File: src/rtl/dstm_fifo_engine.sv
// FX2 synchronous slave-FIFO engine: turns FLAGA/FLAGB/SLRD/SLWR traffic into rx/tx byte streams.
// Optional build macro DSTM_BYTE_COUNT_EN adds free-running rx_count/tx_count strobe counters.
module dstm_fifo_engine #(
    parameter int BURST_LEN   = 16,
    parameter int TURN_CYCLES = 1
) (
    input  logic       IFCLK,
    input  logic       RST,
    input  logic       EPPRST,
    input  logic       STMEN,
    input  logic       FLAGA,
    input  logic       FLAGB,
    output logic       SLRD,
    output logic       SLWR,
    output logic       SLOE,
    output logic [1:0] FIFOADR,
    output logic       PKTEND,
    input  logic [7:0] DB_I,
    output logic [7:0] DB_O,
    output logic [7:0] DB_T,
    output logic [7:0] rx_data,
    output logic       rx_valid,
    input  logic       rx_ready,
    input  logic [7:0] tx_data,
    input  logic       tx_valid,
    output logic       tx_ready,
    input  logic       tx_flush,
    output logic       busy
`ifdef DSTM_BYTE_COUNT_EN
    ,
    output logic [31:0] rx_count,
    output logic [31:0] tx_count
`endif
);

    typedef enum logic [2:0] {IDLE, TURN, RD, WR, FLUSH} state_t;
    typedef enum logic {DIR_RX, DIR_TX} dir_t;

    localparam logic [7:0] BURST_MAX = 8'(BURST_LEN);
    localparam logic [1:0] TURN_LAST = 2'(TURN_CYCLES - 1);

    state_t     state;
    dir_t       target;
    dir_t       last_dir;
    logic [7:0] burst_cnt;
    logic [1:0] turn_cnt;
    logic       flush_pend;

    logic go;
    logic rd_req;
    logic wr_req;
    logic pick_tx;
    logic rx_hold;
    logic burst_done;
    logic tx_fire;

    assign go         = STMEN & ~EPPRST;
    assign rd_req     = go & ~FLAGA & ~rx_valid;
    assign wr_req     = go & ~FLAGB & (tx_valid | flush_pend);
    // Round-robin: on contention serve the direction opposite to the last one.
    assign pick_tx    = wr_req & (~rd_req | (last_dir == DIR_RX));
    assign rx_hold    = rx_valid & ~rx_ready;
    assign burst_done = (burst_cnt == BURST_MAX);
    assign tx_ready   = (state == WR) & ~FLAGB & SLWR & go & ~burst_done;
    assign tx_fire    = tx_valid & tx_ready;
    assign busy       = (state != IDLE);

    // NOTE: every registered signal here uses <= so all reads within a cycle see the pre-edge values.
    always_ff @(posedge IFCLK or posedge RST) begin
        if (RST) begin
            state      <= IDLE;
            target     <= DIR_TX;
            last_dir   <= DIR_TX;
            burst_cnt  <= '0;
            turn_cnt   <= '0;
            flush_pend <= 1'b0;
            SLRD       <= 1'b1;
            SLWR       <= 1'b1;
            SLOE       <= 1'b1;
            PKTEND     <= 1'b1;
            FIFOADR    <= 2'b00;
            DB_O       <= 8'h00;
            DB_T       <= 8'hFF;
            rx_data    <= 8'h00;
            rx_valid   <= 1'b0;
        end else begin
            if (tx_flush)
                flush_pend <= 1'b1;
            else if (state == FLUSH)
                flush_pend <= 1'b0;

            // A capture further down overrides this clear; it never coincides with a held byte.
            if (rx_valid && rx_ready)
                rx_valid <= 1'b0;

            unique case (state)
                IDLE: begin
                    if (rd_req || wr_req) begin
                        state     <= TURN;
                        turn_cnt  <= '0;
                        burst_cnt <= '0;
                        target    <= pick_tx ? DIR_TX : DIR_RX;
                        last_dir  <= pick_tx ? DIR_TX : DIR_RX;
                        FIFOADR   <= pick_tx ? 2'b10 : 2'b00;
                        SLOE      <= pick_tx;
                    end
                end
                TURN: begin
                    if (!go) begin
                        state <= IDLE;
                        SLOE  <= 1'b1;
                    end else if (turn_cnt == TURN_LAST) begin
                        if (target == DIR_TX) begin
                            state <= WR;
                            DB_T  <= 8'h00;
                        end else begin
                            state <= RD;
                        end
                    end else begin
                        turn_cnt <= turn_cnt + 2'd1;
                    end
                end
                RD: begin
                    // SLRD high is the gap/decision cycle; SLRD low is the strobe cycle.
                    if (!SLRD) begin
                        rx_data   <= DB_I;
                        rx_valid  <= 1'b1;
                        burst_cnt <= burst_cnt + 8'd1;
                        SLRD      <= 1'b1;
                        if (!go) begin
                            state <= IDLE;
                            SLOE  <= 1'b1;
                        end
                    end else if (FLAGA || burst_done || !go || rx_hold) begin
                        state <= IDLE;
                        SLOE  <= 1'b1;
                    end else begin
                        SLRD <= 1'b0;
                    end
                end
                WR: begin
                    if (!SLWR) begin
                        SLWR <= 1'b1;
                        if (!go) begin
                            state <= IDLE;
                            DB_T  <= 8'hFF;
                        end
                    end else if (tx_fire) begin
                        DB_O      <= tx_data;
                        SLWR      <= 1'b0;
                        burst_cnt <= burst_cnt + 8'd1;
                    end else if (go && flush_pend) begin
                        state  <= FLUSH;
                        PKTEND <= 1'b0;
                    end else begin
                        state <= IDLE;
                        DB_T  <= 8'hFF;
                    end
                end
                FLUSH: begin
                    PKTEND <= 1'b1;
                    DB_T   <= 8'hFF;
                    state  <= IDLE;
                end
                default: state <= IDLE;
            endcase
        end
    end

`ifdef DSTM_BYTE_COUNT_EN
    always_ff @(posedge IFCLK or posedge RST) begin
        if (RST) begin
            rx_count <= '0;
            tx_count <= '0;
        end else begin
            if (!SLRD)
                rx_count <= rx_count + 32'd1;
            if (!SLWR)
                tx_count <= tx_count + 32'd1;
        end
    end
`endif

endmodule

File: config.mk
export PLATFORM = sky130hd
export DESIGN_NAME = dstm_fifo_engine
export DESIGN_NICKNAME = d
export VERILOG_FILES = /design/src/rtl/dstm_fifo_engine.sv
export SDC_FILE = /design/constraint.sdc
export NUM_CORES = 1
export LEC_CHECK = 0
export ABC_CLOCK_PERIOD_IN_PS = 2900
export CORE_MARGIN = 4
export CORE_UTILIZATION = 62
export CTS_CLUSTER_SIZE = 12
export DETAILED_ROUTE_END_ITERATION = 10
export DONT_BUFFER_PORTS = 1
export GPL_ROUTABILITY_DRIVEN = 0
export GPL_TIMING_DRIVEN = 0
export PLACE_DENSITY_LB_ADDON = 0.1
export SETUP_SLACK_MARGIN = 0.05
export SLEW_MARGIN = 40
export SYNTH_ARGS = -nofsm -noshare
export SYNTH_HDL_FRONTEND = slang
export SYNTH_SLANG_ARGS = --single-unit
File: constraint.sdc
create_clock -name IFCLK -period 2.9 [get_ports IFCLK]
set_clock_uncertainty 0.2 [all_clocks]
set_input_delay 0.29 -clock IFCLK [delete_from_list [all_inputs] [get_ports IFCLK]]
set_output_delay 0.29 -clock IFCLK [all_outputs]
set_load 0.05 [all_outputs]
## Word-level counts from Yosys, hierarchy flattened

Cells that the tools add are included.

- Bits of input ports: 25
- Flip-flop bits (word level): 46
- Logic and storage cells: 132
- Output and inout port bits: 33

- Bitwise operators: 23
- Equality and inequality tests: 20
- Multiplexer cells: 48
- Reductions and logical operators: 25
- $add $sub $neg: 2

Operator list:

| operator | count |
|---|---|
| 8-bit two-way mux | 11 |
| 8-bit one-hot mux with 3 select lines | 2 |
| 3-bit two-way mux | 9 |
| 1-bit two-way mux | 18 |
| 2-bit != test, second input constant | 9 |
| 3-bit != test, second input constant | 5 |
| 1-bit bitwise AND | 12 |
| 3-bit one-hot mux with 4 select lines | 1 |
| 4-bit AND reduction | 3 |
| 3-bit nonzero test | 4 |
| 1-bit inverter | 9 |
| 8-bit by 1-bit adder with 8-bit output, second input constant | 1 |
| 8-bit by 5-bit equality test with 1-bit output, second input constant | 1 |
| 2-bit two-way mux | 4 |
| 7-bit AND reduction | 1 |
| 3-bit by 2-bit equality test with 1-bit output, second input constant | 2 |
| 3-bit AND reduction | 2 |
| 2-bit nonzero test | 3 |
| 5-bit AND reduction | 1 |
| 1-bit logical OR | 4 |
| 2-bit one-hot mux with 2 select lines | 1 |
| 2-bit AND reduction | 2 |
| 3-bit by 1-bit equality test with 1-bit output, second input constant | 1 |
| 3-bit equality test, second input constant | 1 |
| other kinds (9) | 11 |

## Longest topological paths before layout

- Depth in word-level cells: 9
- Gate-level depth with buffers: 7
- Depth with buffers taken out: 7

## Least setup slack after synthesis

No wires, ideal clock.

- Kind: register to output
- From: reg state[2]
- To: out tx_ready
- Data required time: 2.410 ns
- Path buffers: 1
- Slack: 0.223 ns
- Cell stages (with the launch flop): 5
- Data arrival time: 2.187 ns
- Cell sequence: dfrtp_1 buf_2 nor2b_1 nand2_1 nor3b_1

- Longest elaborated chain between the ends: 5

RTL lines:

| item | line | source |
|---|---|---|
| start: declaration | 42 | `state_t state;` |
| start signal: assignment | 71 | `state <= IDLE;` |
| start signal: assignment | 99 | `state <= TURN;` |
| start signal: assignment | 110 | `state <= IDLE;` |
| 3-bit by 2-bit equality test with 1-bit output | 64 | `assign tx_ready = (state == WR) & ~FLAGB & SLWR & go & ~burst_done;` |
| 1-bit bitwise AND (4 in series) | 64 |  |
| end: declaration | 26 | `output logic tx_ready,` |

Every way passes these cells.

## Worst setup path in the final report

- From: reg state[0]
- To: out tx_ready

The elaborated chain is that of the path after synthesis.

==> run metrics <==
status=completed; Clock Power Share=21.4%; Finished Cell Area=2439 sq um; Clk pin slew, worst setup/hold paths=roughly 0.13 ns; r2r setup slk=about 0.38 ns; CP Max Fanout=10; Max Cap Viol=0; crit start category=flip-flop; initial antenna violation count=0; critical path class=flip-flop to output pin; Die Height=65.18 microns; post-synthesis mux area share=9.383%; most frequent cells after synthesis=dfrtp_1, nand2_1, mux2_2; area share of xor/xnor cells in the synthesized design=less than 1%; Cell variety after synth=52; Leak=around 1.0 nW; Register-to-Register Path Depth=4; Tot Pwr=~0.0022 W; H-tree Lvls=2; Nets=between 200 and 300; pin count of the biggest net entering global routing=39; Inst Count DP=approximately 240; Die ar.=4248 sq um; top cells by area, synth=dfrtp_1, mux2_2, dfstp_2; post-synthesis simple-gate area fraction=18.52%; clk root buf=clkbuf_4; Psw=0.001026 W; Post-DP Area=2087 sq um; post-synthesis sequential area ratio=around 47%; DRT Wirelength=4.823 mm; Worst R2R End=DB_O[0]; most instantiated library cell after synthesis=dfrtp_1; CP startpoint=state[0]; Chip Width=~65 microns; Detail Placement HPWL=around 3.3 mm; hold_ws=approximately 0.027 ns; DRC errors left=0; TNS Setup=0 ns; fin crit share=between 90% and 100%; max layer used=met4; Mapped Nets=226; Post-DRT Antenna Nets=0; RSZ-0062 raised after global routing=no; Slew @ Worst Pin=between 0.6 and 0.7 ns; Antenna diodes=0; Clk Latency, worst-skew pair=around 0.35 ns; Reg power frac=a little under half; Yosys warning count=0; path type of the worst min-delay path=input port to flip-flop; TritonCTS clock tree=yes; post-synthesis cell area=2027 sq um; timing endpoint of the critical path=tx_ready; non-filler cells in the finished layout=between 200 and 300; crit path time final=roughly 2.6 ns; #FFs+latches synth=38; Initial Util=65.85%; PD cells=between 900 and 1000 nW/um^2; boundary pin count=58; first-pass GRT wire length=7.935 mm; CTS buffer count=5; Compound-Gate Fraction of Synth Area=15.37%; Vias=1,654; Worst Path Required=approximately 2.4 ns; Avg Synthesized Cell Area=just over 10 sq um; CORE AREA=just over 3000 sq um; met3 WL post-DR=459 microns; # rows=20; Fmax=~0.38 GHz; synthesis-to-layout area growth=20.31%; routed vias/inst=approximately 6.1; area leader, netlist=dfrtp_1; Setup Viol. Count Final=0; number of I/O port buffers=0; Final Max Slew Viols=0; VDD IR max=between 0.5 and 0.6 mV; FFs w/ async S/R, synth=100.0%; Worst R2R Start=SLWR; total global routing overflow=0; Post-synth EDFFs=0; main combinational cell family by area after synthesis=simple AND/OR/NAND/NOR gates; GRT Util Overall=between 20 and 25%; DR pass1 iterations=4; crit path DAT=2.14 ns; ratio of cells with drive above 1 in the final layout=between 20% and 30%; CTS Buffer Depth=2; area share of the largest cell type after synthesis=between 30% and 40%; final count of hold timing violations=0; vias in the first global route=between 1.5k and 2k; Routed wire per std cell=roughly 18 microns; clock sinks=38; CP endpoint kind=output pin; Slew headroom=between 50% and 60%; Switching Share=a little under half; synthesized-area fraction occupied by adder cells=1.852%; met2 wire length=roughly 2.2 mm; wl on met1=between 2 and 2.5 mm; Mapped Cells=between 150 and 200; internal power=0.001196 W; combinational power share=a little under a third; leading register cell type out of synthesis=dfrtp_1; setup bufs post-CTS=0; DRT iter0 DRCs=108
==> cells by family (layout without fill, tap and decap cells) <==
kind of cell	after synthesis	in the layout
AO/OA/AOI/OAI	41	41
XOR/XNOR	1	1
adder cells (fa/ha/maj)	3	3
buffers and inverters	29	60
flip-flops	38	38
multiplexers	17	17
other	1	1
AND/OR/NAND/NOR	68	68
==> layout by cell type (no fill, tap or decap), types with 8 or more instances in the layout <==
cell type,n
dfrtp_1,32
o21ai_0,9
dlygate4sd3_1,23
buf_4,8
nand3_1,10
mux2_2,16
inv_1,13
nor2_1,9
nand2_1,21
==> cell type report <==
type / instances / area [sq um]
Tap cell: 44 / 55.05
Clock buffer: 6 / 51.30
Fill cell: 194 / 639.4
Multi-Input combinational cell: 131 / 940.9
Timing Repair Buffer: 23 / 230.2
Sequential cell: 38 / 958.4
Inverter: 15 / 57.56
Clock inverter: 2 / 60.06
Buffer: 14 / 85.08
==> how the worst min path moves through the flow <==
stage	start	to	slack, ns	cells past startpoint
2_1_floorplan	tx_flush	flush_pend	0.18	1
3_3_place_gp	tx_flush	flush_pend	0.18	1
3_5_place_dp	RST	DB_O[6]	0.15	1
4_1_cts	EPPRST	state[0]	0.02	3
5_1_grt	EPPRST	state[0]	0.05	3
6_report	EPPRST	state[0]	0.03	3
==> power by group through the flow <==
stage	logic, W	clock network, W	registers [W]
final	0.000689	0.000475	0.00106
after global placement	0.000625	0	0.00106
after CTS	0.000678	0.000480	0.00106
after detailed placement	0.000643	0	0.00106
after global routing	0.000738	0.000504	0.00108
after floorplan	0.000559	0	0.00103
==> worst max-delay path, stage by stage (launching register included) <==
cell     delay, ns
dfrtp_1       0.41
buf_1         0.45
nand2_1       0.35
nor3b_4       0.58
==> state kept, by name (all words and copies together) (netlist names) <==
register    count
last_dir        1
DB_O            8
flush_pend      1
rx_data         8
state           3
FIFOADR         1
PKTEND          1
SLOE            1
rx_valid        1
DB_T            1
turn_cnt        2
SLWR            1
burst_cnt       8
SLRD            1
==> routing by layer <==
| metal | GRT usage (%) | vias to the layer above |
|---|---|---|
| li1 | - | 766 |
| met1 | 31.56 | 791 |
| met2 | 38.81 | 86 |
| met3 | 7.009 | 11 |
| met4 | 9.585 | 0 |
| met5 | 0 | - |
==> stage by stage <==
step,util [%],setup slack [ns]
detailed placement,67.80,0.3182
global placement,67.64,-0.1278
floorplan,-,0.2233
global route,79.23,0.1899
CTS,79.11,0.07736
finish,79.23,0.2674
==> repair_timing <==
action	CTS	global route
endpoints found under the setup margin	1	1
endpoints found under the hold margin	53	0
hold buffers	23	0
gates resized for setup	1	1
(Power assumes the default switching activity.)
